--- config.mk ---
export PLATFORM = sky130hd
export DESIGN_NAME = rv_hazard
export DESIGN_NICKNAME = d
export VERILOG_FILES = /design/src/rtl/rv_hazard.sv
export SDC_FILE = /design/constraint.sdc
export NUM_CORES = 1
export LEC_CHECK = 0
export CAP_MARGIN = 30
export CORE_MARGIN = 2
export CORE_UTILIZATION = 41
export DETAILED_ROUTE_END_ITERATION = 12
export PLACE_DENSITY = 0.81
export SLEW_MARGIN = 20
export SYNTH_ARGS = -nofsm -noshare
export SYNTH_HDL_FRONTEND = slang
export SYNTH_SLANG_ARGS = --single-unit
--- constraint.sdc ---
create_clock -name i_clk -period 2.9 [get_ports i_clk]
set_input_delay 0.58 -clock i_clk [delete_from_list [all_inputs] [get_ports i_clk]]
set_output_delay 0.58 -clock i_clk [all_outputs]
set_load 0.01 [all_outputs]
--- src/rtl/rv_hazard.sv ---
// Hazard unit for a five-stage RISC-V pipeline. It tracks the three
// instructions ahead of decode (alu1, alu2, write) and produces the
// load-use stall, the post-redirect front-end flush and the operand
// forward selects for the instruction in alu1.
//
// Handshake note: there is no valid/ready pair here. i_dec_valid qualifies
// the decode fields, and o_stall/o_flush are level signals that apply to
// the current cycle. An instruction is issued into alu1 at the rising edge
// only if i_dec_valid=1, o_stall=0 and o_flush=0. Any other cycle issues a
// bubble.
module rv_hazard #(
  parameter int unsigned FLUSH_CYCLES = 2
) (
  input  logic       i_clk,
  input  logic       i_reset,
  input  logic       i_dec_valid,
  input  logic [4:0] i_dec_rs1,
  input  logic [4:0] i_dec_rs2,
  input  logic [4:0] i_dec_rd,
  input  logic       i_dec_reg_write,
  input  logic       i_dec_load,
  input  logic       i_pc_change,
  output logic       o_stall,
  output logic       o_flush,
  output logic [1:0] o_fwd_rs1,
  output logic [1:0] o_fwd_rs2
);

  typedef struct packed {
    logic       valid;
    logic [4:0] rd;
    logic       reg_write;
    logic       load;
  } entry_t;

  localparam logic [2:0] FLUSH_RELOAD = 3'(FLUSH_CYCLES - 1);

  entry_t     alu1_q, alu2_q, wb_q;
  logic [1:0] fwd_rs1_q, fwd_rs2_q;
  logic [2:0] flush_cnt_q;

  logic       flush_raw;
  logic       stall_raw;
  logic       issue;
  logic [1:0] fwd_rs1_d, fwd_rs2_d;
  entry_t     dec_entry;

  // The write-stage entry completes the tracker. Forward selects are
  // resolved one stage early, so nothing reads it combinationally.
  logic wb_unused;
  assign wb_unused = ^wb_q;

  // A source hits an entry only for a live, register-writing producer.
  // x0 never hits.
  function automatic logic src_hit(input entry_t e, input logic [4:0] src);
    return e.valid && e.reg_write && (e.rd == src) && (src != 5'd0);
  endfunction

  // Decode-side hazard detection and the forward select for the next alu1 entry.
  always_comb begin
    flush_raw = i_pc_change | (flush_cnt_q != 3'd0);
    stall_raw = i_dec_valid & alu1_q.load &
                (src_hit(alu1_q, i_dec_rs1) | src_hit(alu1_q, i_dec_rs2)) &
                ~flush_raw;
    issue     = i_dec_valid & ~stall_raw & ~flush_raw;

    // The youngest producer wins: alu1 now becomes alu2 next cycle.
    fwd_rs1_d = 2'b00;
    if (src_hit(alu1_q, i_dec_rs1))      fwd_rs1_d = 2'b01;
    else if (src_hit(alu2_q, i_dec_rs1)) fwd_rs1_d = 2'b10;
    fwd_rs2_d = 2'b00;
    if (src_hit(alu1_q, i_dec_rs2))      fwd_rs2_d = 2'b01;
    else if (src_hit(alu2_q, i_dec_rs2)) fwd_rs2_d = 2'b10;

    dec_entry = '{valid: 1'b1, rd: i_dec_rd,
                  reg_write: i_dec_reg_write, load: i_dec_load};
  end

  // The outputs are held quiet for the whole reset cycle.
  always_comb begin
    o_flush   = flush_raw & ~i_reset;
    o_stall   = stall_raw & ~i_reset;
    o_fwd_rs1 = i_reset ? 2'b00 : fwd_rs1_q;
    o_fwd_rs2 = i_reset ? 2'b00 : fwd_rs2_q;
  end

  // Advance the tracker and the flush window. Reset overrides everything.
  always_ff @(posedge i_clk) begin
    if (i_reset) begin
      alu1_q      <= '0;
      alu2_q      <= '0;
      wb_q        <= '0;
      fwd_rs1_q   <= 2'b00;
      fwd_rs2_q   <= 2'b00;
      flush_cnt_q <= 3'd0;
    end else begin
      wb_q   <= alu2_q;
      alu2_q <= alu1_q;
      // The instruction in alu1 is on the wrong path behind the redirect.
      if (i_pc_change) alu2_q.valid <= 1'b0;
      alu1_q    <= issue ? dec_entry : '0;
      fwd_rs1_q <= issue ? fwd_rs1_d : 2'b00;
      fwd_rs2_q <= issue ? fwd_rs2_d : 2'b00;
      if (i_pc_change)              flush_cnt_q <= FLUSH_RELOAD;
      else if (flush_cnt_q != 3'd0) flush_cnt_q <= flush_cnt_q - 3'd1;
    end
  end

endmodule

After elaboration in Yosys (flattened, before gate mapping)
Index checks and enable logic that the tools add are counted.

Logic and storage cells: 58. Bits of input ports: 21. Output and inout bits: 6. Register bits: 22.

Mux-type cells: 9. Bitwise logic cells: 13. Reduce and logical (&&, ||, !) cells: 18. Add/subtract/negate cells: 1. Eq/ne operators: 4.

Operators by type and width (count): $eq 5x5->1 (4); $logic_and 1x1->1 (10); $reduce_bool 5->1 (2); $mux 2 (4); $mux 8 (1); $and 1x1->1 (7); $reduce_or 3->1 (2); $mux 1 (4); $not 1->1 (4); $reduce_or 2->1 (2); $reduce_bool 3->1 (1); $sub 3x1->3 const B (1); $or 1x1->1 (2); $reduce_bool 2->1 (1).

Longest topological paths before layout
Gate-level depths: netlist of run 1.

Depth in word-level cells: 11. Depth in mapped cells: 8. Mapped depth without buffers: 7.

Worst setup path after synthesis of run 1
OpenSTA, ideal clock, no wires.

Kind: input to output. Start: input port i_dec_rs1[1]. End: output port o_stall. Arrival time: 1.678 ns. Cell stages on the path: 5. Buffers on the path: 0. Required time: 2.320 ns. Slack: 0.642 ns. Path through: or4_1 -> nor2_2 -> nor4_2 -> o21a_4 -> nor2b_1.

Longest elaborated chain between the ends: 7. Elaborated cells on any way between the ends: 8. Classes of those cells: eq/ne (1); bitwise (4); reduce/logical (3).

Ends and longest elaborated chain: start: declaration (RTL line 17) `input logic [4:0] i_dec_rs1,`; $eq 5x5->1 (RTL line 56) `return e.valid && e.reg_write && (e.rd == src) && (src != 5'd0);`; $logic_and 1x1->1 (RTL line 56); $logic_and 1x1->1 (*) (RTL line 56); $or 1x1->1 (*) (RTL line 63) `(src_hit(alu1_q, i_dec_rs1) | src_hit(alu1_q, i_dec_rs2)) &`; $and 1x1->1 (*) (RTL line 62) `stall_raw = i_dec_valid & alu1_q.load &`; $and 1x1->1 (*) (RTL line 63); $and 1x1->1 (*) (RTL line 82) `o_stall = stall_raw & ~i_reset;`; end: declaration (RTL line 23) `output logic o_stall,`.

Mark *: on every way between the ends. The rest lies on a longest branch, timed or not.

Final worst setup path of run 1
Same ends and word-level chain as after synthesis.

==> flow_metrics.py, run 1 <==
metrics = {
    "synthesis": {
        "synth-edff-count": 0,
        "synth_top_area_frac": 0.423,
        "synth_area_leaders": "dfxtp_1 (42%), xnor2_1 (12%), nor2b_1 (7.8%), xor2_1 (5.9%), nor2_1 (5.0%)",
        "synth_seq_area_share": 0.423,
        "synth_warnings": 0,
        "yosysUniqueCellTypes": 28,
        "synth_top_cell_by_area": "dfxtp_1",
        "syn_avg_cell_area_sq_um": 9.39,
        "syn_inst": 111,
        "syn_area_sq_um": 1040,
        "synth_ff_type": "dfxtp_1",
        "ys_async_sr_fraction": 0,
        "synth-seq-cells": 22,
        "syn_nets": 134,
    },
    "floorplan": {
        "initial_utilization": 0.428,
        "core_area_sq_um": 2430,
        "rows": 18,
        "die_w_um": 54.4,
        "die_area_sq_um": 2960,
        "pin_count": 27,
        "fp.dieH_um": 54.4,
    },
    "final_layout": {
        "antennaDiodeCount": 0,
        "multi_input_area_sq_um": 594,
        "synthToLayoutAreaGrowth_pct": 43.8,
        "fin_util": 0.616,
        "fill_cells": 213,
        "nNetsFinal": 178,
        "instances_no_fill": 184,
        "seq_area_sq_um": 440,
        "finalInstanceArea_sq_um": 1500,
        "drive_above_1_share": 0.188,
    },
    "sta": {
        "setup_tns_ps": 0,
        "skew_ps": 2.21,
        "hold_viol_final": 0,
        "worstMarginPinSlew_ps": 397,
        "fin_crit_sh": 0.965,
        "finalSetupViolations": 0,
        "relSlewSlack": 0.734,
        "fmax_mhz": 357,
        "maxSlewViolCount": 0,
        "timing.final.crit_period_ps": 2800,
        "rsz0062_at_grt": "no",
    },
    "routing": {
        "ant_nets": 0,
        "drt-total-wl_um": 2220,
        "vias": 894,
        "vias_per_cell": 4.86,
        "drtPass1Iterations": 4,
        "drtIter0Drc": 14,
        "drc_errors": 0,
        "wl_per_cell_um": 12.0,
    },
    "clocking": {
        "htree_levels": 1,
        "clkTransAtPathRegs_ps": 110,
        "clk_latency_ps": 300,
        "cts.repair.resized": 7,
        "cts_tree": "built",
        "numCtsBuffers": 3,
        "ctsRootBufferMaster": "clkbuf_4",
        "cts_max_path_buffers": 2,
        "cts_hold_buffers": 0,
        "cts_sinks": 22,
        "postCtsSetupRepairBufs": 0,
    },
    "place": {
        "place.port_buffers": 26,
        "post-place-cells": 180,
        "gp_congestion": 0.944,
        "placed_area_sq_um": 1440,
    },
    "pwr": {
        "peakVddDrop_v": 0.000331,
        "power_density_nw_per_um2": 439,
        "power_mw": 0.658,
        "leakagePower_nw": 0.591,
    },
    "worst_setup_path": {
        "startpoint_type": "input pin",
        "cp_max_fo": 2,
        "worstPathRequired_ps": 2320,
        "end_kind": "primary output",
        "arrival_ps": 2220,
        "path_class": "input pin to primary output",
    },
    "run": {
        "maxCapViolCount": 0,
    },
    "worst_hold_path": {
        "hp-class": "flop to flop",
    },
    "global_route": {
        "grt_pass1_vias": 852,
        "grt_max_degree": 14,
        "grt_usage": 0.171,
        "grt_pass1_wl_um": 3520,
        "grt-ovfl-total": 0,
        "antenna_found_initial": 0,
    },
    "outcome": {
        "status": "finished, final reports clean",
    },
}
==> area by class of cell <==
class / instances / share of cell area
clock buffer: 3 / 0.0150
tap: 30 / 0.0250
sequential: 22 / 0.294
inverter: 2 / 0.00501
clock inverter: 1 / 0.0200
timing repair buffer: 41 / 0.245
multi-input combinational: 85 / 0.396
==> cell families after synthesis <==
logic type / share of synthesized area
simple gates: 0.315
mux: 0.00960
compound gates: 0.0372
flops: 0.423
buf+inv: 0.0156
xor+xnor: 0.176
fa+ha+maj: 0.0240
==> final timing paths <==
check | startpoint | to | slack, ps | depth (start not counted)
hold reg to reg | alu1_q[1]$_SDFF_PP0_ | alu2_q[1]$_SDFF_PP0_ | 480 | 1
setup reg to reg | flush_cnt_q[0]$_SDFFE_PP0N_ | fwd_rs2_q[1]$_SDFF_PP0_ | 900 | 8
setup / recovery | i_dec_rs1[1] | o_stall | 100 | 7
hold / removal | alu1_q[1]$_SDFF_PP0_ | alu2_q[1]$_SDFF_PP0_ | 480 | 1
==> registers in the layout, summed over array words and instances (netlist names) <==
signal / cells
alu2_q: 7
fwd_rs2_q: 2
flush_cnt_q: 3
fwd_rs1_q: 2
alu1_q: 8
==> layer usage <==
layer	wire, um	vias to the layer above	track usage
met4	29	0	0.0708
li1	-	451	-
met5	0	-	0
met3	103	4	0.0464
met2	1140	25	0.297
met1	941	414	0.195
==> critical path, stage by stage <==
cell and delay (ps):
clkdlybuf4s50_1 430, or4_4 560, nor2_4 110, nor4_2 70
o21a_4 200, nor2b_1 120, buf_2 150
==> stage by stage <==
step / worst slack (ps) / hold slack (ps)
2_1_floorplan: 642 / 438
3_3_place_gp: -246 / 446
3_5_place_dp: -328 / 465
4_1_cts: 80.9 / 481
5_1_grt: 28.9 / 500
6_report: 103 / 478
==> layout by cell type, fill, tap and decap left out, drive strengths merged, types with 3 or more instances in the layout <==
cell type	instances
nand2	11
clkdlybuf4s50	24
nor3	3
clkbuf	3
xor2	7
nand4	3
nor2	15
nor2b	13
dfxtp	22
xnor2	14
buf	16
==> power by group <==
part           total, mW  leakage (nW)  internal (mW)  switching, mW
Combinational      0.114         0.385         0.0664         0.0480
Sequential         0.317         0.178          0.311        0.00595
Clock              0.227        0.0279          0.140         0.0872
Total              0.658         0.591          0.517          0.141
==> Yosys cell counts, types with 2 or more instances <==
cell type	number
inv_1	2
nor3_1	3
nor2_1	14
dfxtp_1	22
nand3_1	2
ha_1	2
xor2_1	7
nor2b_1	13
nand4_1	3
nor3b_1	2
nand2_1	11
xnor2_1	14
Note: power is estimated with default switching activity, not from simulation.
==> run 2, diff against run 1 <==
--- a/config.mk
+++ b/config.mk
@@ -5,11 +5,12 @@
 export SDC_FILE = /design/constraint.sdc
 export NUM_CORES = 1
 export LEC_CHECK = 0
+export ABC_AREA = 1
 export CAP_MARGIN = 30
 export CORE_MARGIN = 2
 export CORE_UTILIZATION = 41
 export DETAILED_ROUTE_END_ITERATION = 12
-export PLACE_DENSITY = 0.81
+export PLACE_DENSITY = 0.8
 export SLEW_MARGIN = 20
 export SYNTH_ARGS = -nofsm -noshare
 export SYNTH_HDL_FRONTEND = slang
==> run 2 against run 1 <==
  * Critical path depth up 5
  * Global-route usage down 0.49 points
  * Cell area down 1.8%
  * Sequential share of layout area up 0.55 points
  * Critical path type unchanged
  * Highest routed layer unchanged
==> flow_metrics.py, run 2 <==
metrics = {
    "synthesis": {
        "synth_seq_area_share": 0.395,
        "synth_common_cells": "inv_1 (44), nand2_1 (42), nor2_1 (37), dfxtp_1 (22)",
        "ys_async_sr_fraction": 0,
        "synth-seq-cells": 22,
        "syn_avg_cell_area_sq_um": 6.31,
        "synth-edff-count": 0,
        "synth_top_cell_by_area": "dfxtp_1",
        "syn_area_sq_um": 1120,
        "synth_area_leaders": "dfxtp_1 (39%), inv_1 (15%), nand2_1 (14%), nor2_1 (12%), xnor2_1 (2.4%)",
        "syn_nets": 200,
        "synth_top_area_frac": 0.395,
        "yosysUniqueCellTypes": 20,
        "synth_warnings": 0,
        "synth_most_common_cell": "inv_1",
        "syn_inst": 177,
        "synth_ff_type": "dfxtp_1",
    },
    "routing": {
        "highest_layer": "met4",
        "drc_errors": 0,
        "wl_met2_um": 1070,
        "vias_per_cell": 4.59,
        "drtPass1Iterations": 4,
        "ant_nets": 0,
        "drt-total-wl_um": 2370,
        "m1WireLength_um": 1130,
        "wl_per_cell_um": 9.88,
        "vias": 1101,
        "drtIter0Drc": 35,
        "wl_met3_um": 149,
    },
    "final_layout": {
        "synthToLayoutAreaGrowth_pct": 31.8,
        "finalInstanceArea_sq_um": 1470,
        "reg_top3": "alu1_q (8), alu2_q (7), flush_cnt_q (3)",
        "largest_register": "alu1_q",
        "final_cell_mix": "inv_1 (44), nand2_1 (42), nor2_1 (37)",
        "layout_commonest_cell": "inv_1",
        "largest_register_ff_count": 8,
        "antennaDiodeCount": 0,
        "fin_util": 0.583,
        "nNetsFinal": 234,
        "drive_above_1_share": 0.0571,
    },
    "global_route": {
        "grt_pass1_wl_um": 4150,
        "grt_max_degree": 13,
        "grt_pass1_vias": 1030,
        "grt-ovfl-total": 0,
        "antenna_found_initial": 0,
        "grt_usage": 0.166,
    },
    "worst_setup_path": {
        "crit_chain": "clkdlybuf4s50_1, inv_1, nand2_1, nand2_1, inv_1, nand2_1, nor2_1, nand2_1, nand2_1, nand2_1, nor2_1, dlygate4sd2_1",
        "slowest_delay_ps": 520,
        "slowest_stage": "clkdlybuf4s50_1",
        "path_class": "input pin to primary output",
        "r2r-start": "flush_cnt_q[0]$_SDFFE_PP0N_",
        "end_kind": "primary output",
        "arrival_ps": 2040,
        "r2r_slack_ps": 1260,
        "cp_max_fo": 3,
        "startpoint_type": "input pin",
        "crit_top_cell": "nand2_1",
        "r2r_end": "alu1_q[5]$_SDFF_PP0_",
        "r2r_cells": 9,
        "worstPathRequired_ps": 2320,
    },
    "clocking": {
        "clkTransAtPathRegs_ps": 130,
        "cts_sinks": 22,
        "postCtsSetupRepairBufs": 0,
        "clk_latency_ps": 310,
        "cts_tree": "built",
        "cts_hold_buffers": 0,
        "numCtsBuffers": 3,
        "htree_levels": 1,
        "cts_max_path_buffers": 2,
        "ctsRootBufferMaster": "clkbuf_4",
    },
    "pwr": {
        "leakagePower_nw": 0.707,
        "peakVddDrop_v": 0.000297,
        "power_density_nw_per_um2": 399,
    },
    "sta": {
        "fin_crit_sh": 0.904,
        "skew_ps": 2.65,
        "worstMarginPinSlew_ps": 252,
        "timing.final.crit_period_ps": 2620,
        "relSlewSlack": 0.831,
        "finalSetupViolations": 0,
        "hold_viol_final": 0,
        "rsz0062_at_grt": "no",
        "fmax_mhz": 381,
        "maxSlewViolCount": 0,
        "setup_tns_ps": 0,
    },
    "floorplan": {
        "pin_count": 27,
        "die_area_sq_um": 3160,
        "rows": 18,
        "die_w_um": 56.2,
        "fp.dieH_um": 56.2,
        "initial_utilization": 0.442,
        "core_area_sq_um": 2520,
    },
    "worst_hold_path": {
        "hold-path-endpoint": "alu2_q[1]$_SDFF_PP0_",
        "min_path_cells": 2,
        "hp-class": "flop to flop",
        "hold_start": "alu1_q[1]$_SDFF_PP0_",
    },
    "place": {
        "hpwl_um": 1900,
        "placed_area_sq_um": 1440,
        "place.port_buffers": 26,
        "gp_congestion": 0.900,
    },
    "run": {
        "maxCapViolCount": 0,
    },
    "outcome": {
        "status": "finished, final reports clean",
    },
}
[run 2: worst max path at each step]
stage                  from      end
2_1_floorplan  i_dec_rs1[4]  o_stall
3_3_place_gp   i_dec_rs1[1]  o_stall
3_5_place_dp   i_dec_rs1[3]  o_stall
4_1_cts        i_dec_rs1[3]  o_stall
5_1_grt        i_dec_rs1[3]  o_stall
6_report       i_dec_rs1[3]  o_stall
[run 2: cell families (layout without fill, tap and decap cells)]
group / after synthesis / in the layout / share of synthesized area
AO/OA/AOI/OAI: 12 / 12 / 0.0628
XOR/XNOR: 4 / 4 / 0.0314
adder cells (fa/ha/maj): 2 / 2 / 0.0224
buffers and inverters: 46 / 79 / 0.161
flip-flops: 22 / 22 / 0.395
AND/OR/NAND/NOR: 91 / 91 / 0.327
[run 2: critical path, delay by kind of cell]
| kind | cells | cell delay [ps] |
|---|---|---|
| buf+inv | 4 | 920 |
| simple gates | 8 | 560 |
[run 2: area by class of cell]
cell class | count | area [sq um]
inverters | 44 | 165
multi-input cells | 109 | 495
repair buffers | 31 | 297
flip-flops and latches | 22 | 440
clock buffers | 4 | 36.3
fillers | 247 | 1050
well taps | 30 | 37.5
[run 2: routing by layer]
metal	global-route usage	up-vias
li1	-	584
met1	0.205	483
met2	0.276	32
met3	0.0488	2
met4	0.0510	0
met5	0	-
[run 2: power by group]
| part | switching (mW) | internal, mW |
|---|---|---|
| registers | 0.00452 | 0.310 |
| clock network | 0.0969 | 0.0767 |
| logic | 0.0493 | 0.0501 |
[run 2: repair_timing]
action                                 4_1_cts  5_1_grt
setup endpoints to repair                    1        0
resized for setup                            1        0
endpoints found under the hold margin        0        0
[run 2: through the flow]
step           hold slack [ps]  power [mW]  setup WS (ps)  std cells
3_5_place_dp               412       0.421           7.38        236
2_1_floorplan              403       0.374           1070        177
6_report                   430       0.588            278        240
4_1_cts                    430       0.592            272        240
5_1_grt                    446       0.617           95.0        240
3_3_place_gp               412       0.419           47.6        236
==> run 3, diff against run 2 <==
==> constraint.sdc (replaced) <==
create_clock -name i_clk -period 2.9 [get_ports i_clk]
set_input_delay 0.29 -clock i_clk [delete_from_list [all_inputs] [get_ports i_clk]]
set_output_delay 0.29 -clock i_clk [all_outputs]
set_load 0.01 [all_outputs]
==> run 3 against run 2 <==
  * Sequential share of layout area up 1.1 points
  * Cell area down 3.4%
  * Largest power group unchanged
  * Critical path depth down 3
  * Total power down 7.1%
  * Register-to-register slack better by 40 ps
  * Sequential power about the same
  * Fmax up 7.0%
  * Clock power down 22%
==> flow_metrics.py, run 3 (synthesis gave the netlist of run 2 again) <==
metrics = {
    "clocking": {
        "clk_latency_ps": 310,
        "cts_hold_buffers": 0,
        "ctsRootBufferMaster": "clkbuf_4",
        "cts_sinks": 22,
        "cts_max_path_buffers": 2,
        "cts_tree": "built",
        "postCtsSetupRepairBufs": 0,
        "cts.repair.resized": 0,
        "clkTransAtPathRegs_ps": 110,
        "htree_levels": 1,
        "numCtsBuffers": 3,
    },
    "worst_setup_path": {
        "cp_max_fo": 4,
        "path_class": "flop to primary output",
        "end_kind": "primary output",
        "startpoint_type": "flop",
        "arrival_ps": 2160,
        "worstPathRequired_ps": 2610,
    },
    "pwr": {
        "leakagePower_nw": 0.673,
        "peakVddDrop_v": 0.000333,
        "power_density_nw_per_um2": 384,
    },
    "worst_hold_path": {
        "hp-class": "flop to flop",
    },
    "global_route": {
        "grt_pass1_vias": 962,
        "grt-ovfl-total": 0,
        "grt_usage": 0.153,
        "grt_max_degree": 15,
        "grt_pass1_wl_um": 3940,
        "antenna_found_initial": 0,
    },
    "floorplan": {
        "initial_utilization": 0.442,
        "fp.dieH_um": 56.2,
        "pin_count": 27,
        "core_area_sq_um": 2520,
        "die_w_um": 56.2,
        "die_area_sq_um": 3160,
        "rows": 18,
    },
    "final_layout": {
        "final_cell_mix": "inv_1 (44), nand2_1 (42), nor2_1 (37)",
        "largest_register_ff_count": 8,
        "instances_no_fill": 234,
        "finalInstanceArea_sq_um": 1420,
        "drive_above_1_share": 0.0294,
        "fill_cells": 251,
        "nNetsFinal": 229,
        "reg_top3": "alu1_q (8), alu2_q (7), flush_cnt_q (3)",
        "layout_commonest_cell": "inv_1",
        "synthToLayoutAreaGrowth_pct": 27.4,
        "largest_register": "alu1_q",
        "antennaDiodeCount": 0,
        "fin_util": 0.563,
    },
    "routing": {
        "drc_errors": 0,
        "drt-total-wl_um": 2250,
        "vias_per_cell": 4.56,
        "wl_per_cell_um": 9.59,
        "drtIter0Drc": 31,
        "ant_nets": 0,
        "drtPass1Iterations": 4,
        "vias": 1066,
    },
    "place": {
        "gp_congestion": 0.889,
        "placed_area_sq_um": 1400,
        "pre_cts_ws_ps": 560,
        "post-place-cells": 231,
        "place.port_buffers": 26,
        "hpwl_um": 1740,
    },
    "sta": {
        "timing.final.crit_period_ps": 2450,
        "maxSlewViolCount": 0,
        "fmax_mhz": 408,
        "worstMarginPinSlew_ps": 539,
        "skew_ps": 3.03,
        "relSlewSlack": 0.639,
        "finalSetupViolations": 0,
        "rsz0062_at_grt": "no",
        "hold_viol_final": 0,
        "fin_crit_sh": 0.845,
        "setup_tns_ps": 0,
        "finalWorstSetupSlack_ps": 449,
    },
    "run": {
        "maxCapViolCount": 0,
    },
    "outcome": {
        "status": "finished, final reports clean",
    },
}
run 3: cell count changes in the layout (fill, tap and decap cells not counted):
| cell | change |
|---|---|
| clkbuf_8 | -1 |
| clkdlybuf4s50_1 | +1 |
| dlygate4sd2_1 | -1 |
| buf_4 | -5 |
run 3: per-stage QoR:
stage / hold slack, ps / power, mW
3_3_place_gp: 422 / 0.415
6_report: 432 / 0.546
3_5_place_dp: 418 / 0.416
2_1_floorplan: 362 / 0.374
4_1_cts: 435 / 0.552
5_1_grt: 472 / 0.577
run 3: worst paths after layout:
path | from | endpoint | slack (ps) | cells after the start
setup reg to reg | flush_cnt_q[0]$_SDFFE_PP0N_ | fwd_rs1_q[0]$_SDFF_PP0_ | 1300 | 9
hold reg to reg | alu1_q[7]$_SDFF_PP0_ | alu2_q[7]$_SDFF_PP0_ | 430 | 2
hold / removal | alu1_q[7]$_SDFF_PP0_ | alu2_q[7]$_SDFF_PP0_ | 430 | 2
setup / recovery | flush_cnt_q[0]$_SDFFE_PP0N_ | o_stall | 450 | 9
run 3: worst max-delay path, stage by stage (launching register included):
cell             delay, ps
dfxtp_1                320
inv_1                   90
ha_1                   150
inv_1                   30
nor2_1                 190
nand2_1                130
nor3b_1                200
nand2_1                110
nor2_1                  90
clkdlybuf4s50_1        550
run 3: power by group:
group	switching (mW)	total [mW]	internal, mW	leakage (nW)
Clock	0.0877	0.136	0.0486	0.0138
Sequential	0.00464	0.315	0.310	0.178
Combinational	0.0474	0.0948	0.0474	0.481
run 3: area by class of cell:
class | instances | area (sq um) | area share
multi-input combinational | 109 | 495 | 0.349
sequential | 22 | 440 | 0.310
tap | 30 | 37.5 | 0.0264
timing repair buffer | 26 | 260 | 0.183
inverter | 44 | 165 | 0.116
clock buffer | 3 | 22.5 | 0.0158
run 3: routing by layer:
| metal | up-vias | track usage | routed length (um) |
|---|---|---|---|
| li1 | 571 | - | - |
| met3 | 2 | 0.0488 | 181 |
| met4 | 0 | 0.0340 | 10 |
| met2 | 40 | 0.255 | 979 |
| met5 | - | 0 | 0 |
| met1 | 453 | 0.193 | 1070 |
